File: src/rtl/fetch_stage.sv
// IF stage plus IF/ID pipeline register for a 5-stage RV32I core.
// Keeps one instruction-memory request in flight and parks early responses in a one-entry buffer.
module fetch_stage #(
    parameter int unsigned     XLEN      = 32,
    parameter logic [XLEN-1:0] RESET_PC  = {XLEN{1'b0}},
    parameter logic [31:0]     NOP_INSTR = 32'h0000_0013
) (
    input  logic            clk,
    input  logic            reset,
    input  logic            stall_F,
    input  logic            stall_D,
    input  logic            flush_D,
    input  logic            PCSrc_E,
    input  logic [XLEN-1:0] PCTarget_E,
    output logic            imem_req_valid,
    input  logic            imem_req_ready,
    output logic [XLEN-1:0] imem_req_addr,
    input  logic            imem_rsp_valid,
    input  logic [31:0]     imem_rsp_data,
    output logic [31:0]     instr_D,
    output logic [XLEN-1:0] PC_D,
    output logic [XLEN-1:0] PCPlus4_D,
    output logic            valid_D,
    output logic            fetch_busy
);

    localparam logic [1:0] S_REQ   = 2'd0;
    localparam logic [1:0] S_WAIT  = 2'd1;
    localparam logic [1:0] S_HOLD  = 2'd2;
    localparam logic [1:0] S_DRAIN = 2'd3;

    localparam logic [XLEN-1:0] PC_STEP    = {{(XLEN-3){1'b0}}, 3'b100};
    localparam logic [XLEN-1:0] ALIGN_MASK = {{(XLEN-2){1'b1}}, 2'b00};

    logic [1:0]      state_r;
    logic [1:0]      state_nxt_s;
    logic [XLEN-1:0] pc_f_r;
    logic [XLEN-1:0] req_pc_r;
    logic [31:0]     hold_instr_r;
    logic [XLEN-1:0] hold_pc_r;
    logic            hold_full_r;
    logic            fetch_busy_r;
    logic [31:0]     instr_d_r;
    logic [XLEN-1:0] pc_d_r;
    logic [XLEN-1:0] pcplus4_d_r;
    logic            valid_d_r;

    logic            handshake_s;
    logic            load_rsp_s;
    logic            capture_s;
    logic            release_s;
    logic [XLEN-1:0] target_s;

    assign imem_req_valid = (state_r == S_REQ) && !stall_F && !reset;
    assign imem_req_addr  = pc_f_r;
    assign handshake_s    = imem_req_valid && imem_req_ready;
    assign target_s       = PCTarget_E & ALIGN_MASK;

    // A response that cannot enter IF/ID this cycle (stall or flush) is parked in the hold buffer.
    assign load_rsp_s = (state_r == S_WAIT) && imem_rsp_valid && !PCSrc_E && !stall_D && !flush_D;
    assign capture_s  = (state_r == S_WAIT) && imem_rsp_valid && !PCSrc_E && (stall_D || flush_D);
    assign release_s  = (state_r == S_HOLD) && hold_full_r && !PCSrc_E && !stall_D && !flush_D;

    assign instr_D    = instr_d_r;
    assign PC_D       = pc_d_r;
    assign PCPlus4_D  = pcplus4_d_r;
    assign valid_D    = valid_d_r;
    assign fetch_busy = fetch_busy_r;

    // Next-state selection; a redirect with a request still in flight must drain its response.
    always_comb begin
        state_nxt_s = state_r;
        case (state_r)
            S_REQ: begin
                if (handshake_s) begin
                    state_nxt_s = PCSrc_E ? S_DRAIN : S_WAIT;
                end else begin
                    state_nxt_s = S_REQ;
                end
            end
            S_WAIT: begin
                if (imem_rsp_valid) begin
                    state_nxt_s = capture_s ? S_HOLD : S_REQ;
                end else if (PCSrc_E) begin
                    state_nxt_s = S_DRAIN;
                end else begin
                    state_nxt_s = S_WAIT;
                end
            end
            S_HOLD: begin
                if (PCSrc_E || release_s) begin
                    state_nxt_s = S_REQ;
                end else begin
                    state_nxt_s = S_HOLD;
                end
            end
            S_DRAIN: begin
                if (imem_rsp_valid) begin
                    state_nxt_s = S_REQ;
                end else begin
                    state_nxt_s = S_DRAIN;
                end
            end
            default: state_nxt_s = S_REQ;
        endcase
    end

    // Fetch state, PC, outstanding-request PC and hold buffer.
    always_ff @(posedge clk) begin
        if (reset) begin
            state_r      <= S_REQ;
            fetch_busy_r <= 1'b0;
            pc_f_r       <= RESET_PC;
            req_pc_r     <= {XLEN{1'b0}};
            hold_instr_r <= NOP_INSTR;
            hold_pc_r    <= {XLEN{1'b0}};
            hold_full_r  <= 1'b0;
        end else begin
            state_r      <= state_nxt_s;
            fetch_busy_r <= (state_nxt_s == S_WAIT) || (state_nxt_s == S_DRAIN);
            if (PCSrc_E) begin
                pc_f_r <= target_s;
            end else if (handshake_s) begin
                pc_f_r <= pc_f_r + PC_STEP;
            end
            if (handshake_s) begin
                req_pc_r <= pc_f_r;
            end
            if (capture_s) begin
                hold_instr_r <= imem_rsp_data;
                hold_pc_r    <= req_pc_r;
                hold_full_r  <= 1'b1;
            end else if ((state_r == S_HOLD) && (PCSrc_E || release_s)) begin
                hold_full_r <= 1'b0;
            end
        end
    end

    // IF/ID register: flush beats stall, stall beats a fresh load, otherwise a bubble.
    always_ff @(posedge clk) begin
        if (reset) begin
            instr_d_r   <= NOP_INSTR;
            pc_d_r      <= {XLEN{1'b0}};
            pcplus4_d_r <= {XLEN{1'b0}};
            valid_d_r   <= 1'b0;
        end else if (PCSrc_E || flush_D) begin
            instr_d_r <= NOP_INSTR;
            valid_d_r <= 1'b0;
        end else if (load_rsp_s) begin
            instr_d_r   <= imem_rsp_data;
            pc_d_r      <= req_pc_r;
            pcplus4_d_r <= req_pc_r + PC_STEP;
            valid_d_r   <= 1'b1;
        end else if (release_s) begin
            instr_d_r   <= hold_instr_r;
            pc_d_r      <= hold_pc_r;
            pcplus4_d_r <= hold_pc_r + PC_STEP;
            valid_d_r   <= 1'b1;
        end else if (!stall_D) begin
            instr_d_r <= NOP_INSTR;
            valid_d_r <= 1'b0;
        end
    end

endmodule

File: config.mk
export PLATFORM = sky130hd
export DESIGN_NAME = fetch_stage
export DESIGN_NICKNAME = d
export VERILOG_FILES = /design/src/rtl/fetch_stage.sv
export SDC_FILE = /design/constraint.sdc
export NUM_CORES = 1
export LEC_CHECK = 0
export ABC_AREA = 0
export BUFFER_PORTS_ARGS = -buffer_cell sky130_fd_sc_hd__buf_2
export CAP_MARGIN = 20
export CORE_ASPECT_RATIO = 1.75
export CORE_MARGIN = 4
export CORE_UTILIZATION = 50
export DETAILED_ROUTE_END_ITERATION = 10
export PLACE_DENSITY = 0.74
export SYNTH_ARGS = -nofsm -noshare
export SYNTH_HDL_FRONTEND = slang
export SYNTH_SLANG_ARGS = --single-unit
export TNS_END_PERCENT = 50
File: constraint.sdc
create_clock -name clk -period 7.8 [get_ports clk]
set_input_delay 1.56 -clock clk [delete_from_list [all_inputs] [get_ports clk]]
set_output_delay 1.56 -clock clk [all_outputs]
set_load 0.02 [all_outputs]
After elaboration in Yosys (flattened, before gate mapping)

Index checks and enable logic that the tools add are counted.

Add/subtract/negate cells: 3
Eq/ne operators: 6
Mux-type cells: 21
Bitwise logic cells: 1
Reductions and logical operators: 29

Operators with widths:

| operator                | number |
|---|---|
| $mux W32                | 9 |
| $add A32 B3 Y32 const B | 3 |
| $logic_and A1 B1 Y1     | 13 |
| $mux W2                 | 6 |
| $pmux W2 S4             | 1 |
| $eq A2 B2 Y1 const B    | 3 |
| $reduce_bool A2 Y1      | 3 |
| $logic_not A1 Y1        | 5 |
| $mux W1                 | 5 |
| $eq A2 B1 Y1 const B    | 2 |
| $logic_or A1 B1 Y1      | 4 |
| $reduce_or A2 Y1        | 2 |
| $ne A3 B1 Y1 const B    | 1 |
| $logic_not A2 Y1        | 1 |
| $reduce_and A2 Y1       | 1 |
| $not A1 Y1              | 1 |

Bits in registers: 229
Output and inout port bits: 131
Logic and storage cells: 72

Depth between registers and ports, before layout

Depth after elaboration: 10
Mapped depth: 15
Depth with buffers taken out: 10

Worst setup path after synthesis

No wires, ideal clock.

Path type: input port to flip-flop
From: in PCSrc_E
To: reg pcplus4_d_r[22], in the netlist PCPlus4_D[22]
Arrival: 4.075 ns
Data required time: 7.678 ns
Path slack: 3.603 ns
Stages: 15
Cells stage by stage: buf_2 and4bb_4 nand2_2 buf_6 buf_2 buf_4 mux2i_1 inv_1 ha_1 nand3_1 nor4_1 a22o_1 buf_2 a211oi_1 a311o_1

Longest elaborated chain between the ends: 6
Elaborated cells between the ends (all ways): 12
Those cells by class: mux (1); bitwise (1); reduce/logical (10)

RTL lines:

| item                                                        | line   | source |
|---|---|---|
| start: declaration                                          | 13     | `input logic PCSrc_E,` |
| $logic_not A1 Y1                                            | 60, 62 |  |
| $logic_and A1 B1 Y1, on equally long branches (3 in series) | 60, 62 |  |
| $reduce_bool A2 Y1 (no line)                                | --     |  |
| $reduce_and A2 Y1 (no line)                                 | --     |  |
| end signal: assignment                                      | 144    | `pcplus4_d_r <= {XLEN{1'b0}};` |
| end signal: assignment                                      | 152    | `pcplus4_d_r <= req_pc_r + PC_STEP;` |
| end signal: assignment                                      | 157    | `pcplus4_d_r <= hold_pc_r + PC_STEP;` |
| end: declaration                                            | 45     | `logic [XLEN-1:0] pcplus4_d_r;` |

Parallel ways exist; a longest one is shown, timed or not.
A chain may end at the register's enable or synchronous reset.

Final worst setup path

From: in PCSrc_E
To: reg pcplus4_d_r[24], in the netlist PCPlus4_D[24]

Same word-level chain as after synthesis.

==> metrics.txt <==
largest family of logic cells by synthesized area simple AND/OR/NAND/NOR gates; Setup CP Type in2reg; DRT antenna net count 0; Setup crit end PCPlus4_D[24]; Post-CTS Setup Repair Bufs 0; post-synthesis cell count roughly 1200; Post-synth EDFFs 0; initial antenna violation count 0; syn_area_per_cell between 8 and 9 um^2; dpl cells between 1500 and 2000; DRC 0; Clock power frac roughly 44%; Ant. Diodes 0; register area around 4400 um^2; DR vias ~9400; CTS tree yes; unique cell type count in the Yosys netlist 68; Setup TNS 0 ns; CTS root buf clkbuf_16; Die Wd 115 um; xor and xnor fraction of the mapped netlist area 2.54%; warnings from Yosys 0; Mapped Area between 9000 and 10000 um^2; # hold bufs at CTS 0; Layout area overhead 17.0%; Port Buf Inserts about 190; die area between 20000 and 25000 um^2; Die Y just under 200 um; Seq/Total Area, Yosys between 40 and 50%; Setup violations, final 0; r2r endpoint PCPlus4_D[24]; number of global-route vias before repair 8795; Post-CTS Resized 0; Tot Pwr about 2.3 mW; gpl congestion about 0.95; status completed; TritonCTS buffer count 21; Leakage ~4.5 nW; ys async rst share 0%; cell depth of the worst setup path 11; Power Dens Cells just under 200 nW/um^2; Final nets roughly 1400; Rel. slew slack 23.8%; type of the tightest min-delay check reg2reg; Starting Density roughly half; fin cells 1620; GRT Overall Usage between 20% and 30%; WL/cell between 15 and 20 um; Clock Tree Buf Depth 3; CTS clk-pin slew, worst paths 0.06 ns; CP max-delay cell and4bb_4; IO Count between 200 and 250; multi-input logic area around 5100 um^2; post-placement setup slack slightly below 3 ns; Max Cap Violations 0; Int Power about 1.8 mW; Clock Latency Late Sink 0.50 ns; Hold Violations, Final 0; Psw roughly 530 uW; launch point of the worst path PCSrc_E; Worst Path Arrival 4.79 ns; Clock Skew 0.0125 ns; final max-slew violation count 0; Slew @ Worst Pin roughly 1.1 ns; dpl cell area roughly 11000 um^2; Tmin final roughly 4.4 ns; Hold Slack between 0.4 and 0.5 ns; Worst R2R Start state_r[0]; crit start category input pin; row cnt 68; fraction of layout cells with a size suffix above 1 around a fifth; critical-path cell list buf_2 > buf_4 > and4bb_4 > nand2_2 > mux2_2 > ha_1 > nand3_1 > nor4_1 > a22o_1 > a211oi_1 > a311o_1; Fillers ~1900; CTS Sinks approximately 220; largest net degree at the start of global routing 68; worst-case vdd ir drop 0.000144 V; Synth Area in Adders less than 1%; CP max stage delay 0.61 ns; post-synthesis mux area share between 3 and 4%; CP Max Fanout between 60 and 70; GRT overflow 0; FMAX 0.227 GHz; post-layout worst setup margin between 3 and 4 ns; Synth Area in Simple Gates ~24%; top_reg_cell synth dfxtp_1; FF+latch count, synth 218; Post-Layout Inst Area roughly 12000 um^2; cell family with most CP delay simple AND/OR/NAND/NOR gates; Reg2Reg Depth 9; combinational share of power under 10%; RSZ-0062 raised after global routing false; r2r setup slk 4.46 ns; drt pass-1 iters 7; first-pass GRT wire length ~44 mm; Critical path buffers and inverters 2; vias per std cell slightly below 6; H-tree levels 1; final wirelength between 20 and 30 mm; CP Capture Type flip-flop; Sw Share a little under a quarter; HPWL Detailed approximately 19 mm; sequential share of power between 40% and 50%; utilization after layout between 50% and 60%; area of the core 19700 um^2; initial DRC count 664; Critical Path RT about 8.2 ns; Compound-Gate Fraction of Synth Area 20.4%; Tcrit/Tclk final around 56%
power groups by stage:
stage	logic, mW	registers, mW	clock network, mW
floorplan	0.0753	1.19	0
global placement	0.136	1.18	0
detailed placement	0.136	1.18	0
CTS	0.137	1.15	1.06
global route	0.151	1.16	1.10
finish	0.138	1.15	1.03
flip-flops by register name, summed over array words and instances, names as in the netlist:
signal         cells
imem_req_addr     30
state_r            2
hold_pc_r         30
PCPlus4_D         30
req_pc_r          30
hold_full_r        1
instr_D           32
PC_D              30
hold_instr_r      32
valid_D            1
layout by cell type, fill, tap and decap left out, types with 4 or more instances in the layout:
cell,count
dfxtp_1,218
a311o_1,10
inv_1,26
a32oi_1,4
nand2_1,245
nor2b_1,7
buf_4,15
nor3_1,32
o31ai_1,4
xnor2_1,17
nand2b_1,4
and3_1,8
a22oi_1,4
mux2i_1,28
a21oi_1,126
buf_2,193
or3_1,4
conb_1,6
a222oi_1,29
o22ai_1,10
clkbuf_16,22
nand3_1,45
a211oi_1,31
mux2_2,7
nor3b_1,6
o211ai_1,8
a311oi_1,7
nor4_2,4
and2_1,7
a21o_1,4
nor2_1,90
nor4_1,15
xor2_1,12
or4_1,4
and4_1,12
o21a_1,16
o21ai_0,18
nand4_1,18
clkbuf_1,4
metal layers:
| metal | wire, um | global-route usage, % | up-vias |
|---|---|---|---|
| li1 | - | - | 4669 |
| met3 | 1550 | 2.73 | 48 |
| met1 | 11500 | 30.2 | 4389 |
| met5 | 0 | 0 | - |
| met2 | 13300 | 39.1 | 306 |
| met4 | 786 | 8.40 | 0 |
logic make-up (layout without fill, tap and decap cells):
| kind of cell | Yosys count | after routing |
|---|---|---|
| mux | 35 | 35 |
| xor+xnor | 29 | 29 |
| buf+inv | 124 | 270 |
| other cells | 1 | 6 |
| fa+ha+maj | 2 | 2 |
| compound gates | 298 | 298 |
| flops | 218 | 218 |
| simple gates | 517 | 517 |
worst min-delay path, cell delays in order (launching register included):
cell and delay [ns]:
dfxtp_1 0.31, nand2_1 0.05, a21oi_1 0.05
area by class of cell:
type | count | share of cell area, %
Clock inverter | 7 | 1.03
Multi-Input combinational cell | 887 | 43.8
Timing Repair Buffer | 210 | 9.53
Clock buffer | 27 | 4.86
Sequential cell | 218 | 37.3
Tap cell | 245 | 2.62
Inverter | 26 | 0.835
synth_stat cells (15+ instances only):
master	number	area [um^2]
a211oi_1	31	233
a21oi_1	126	631
a222oi_1	29	290
buf_2	20	100
clkbuf_1	61	229
dfxtp_1	218	4360
inv_1	26	97.6
mux2i_1	28	280
nand2_1	247	927
nand3_1	45	225
nand4_1	18	113
nor2_1	90	338
nor3_1	32	160
nor4_1	15	93.8
o21a_1	16	120
o21ai_0	18	90.1
xnor2_1	17	149
worst min path at each step:
stage / end / start / slack (ns) / depth (start not counted)
final: PCPlus4_D[3] / PCPlus4_D[3] / 0.45 / 2
after global routing: hold_instr_r[10] / hold_instr_r[10] / 0.47 / 2
after CTS: hold_instr_r[10] / hold_instr_r[10] / 0.45 / 2
after detailed placement: PCPlus4_D[3] / PCPlus4_D[3] / 0.45 / 2
after global placement: PCPlus4_D[4] / PCPlus4_D[4] / 0.44 / 2
after floorplan: hold_pc_r[31] / hold_pc_r[31] / 0.43 / 2
No activity file was read; power rests on OpenSTA's default activity.
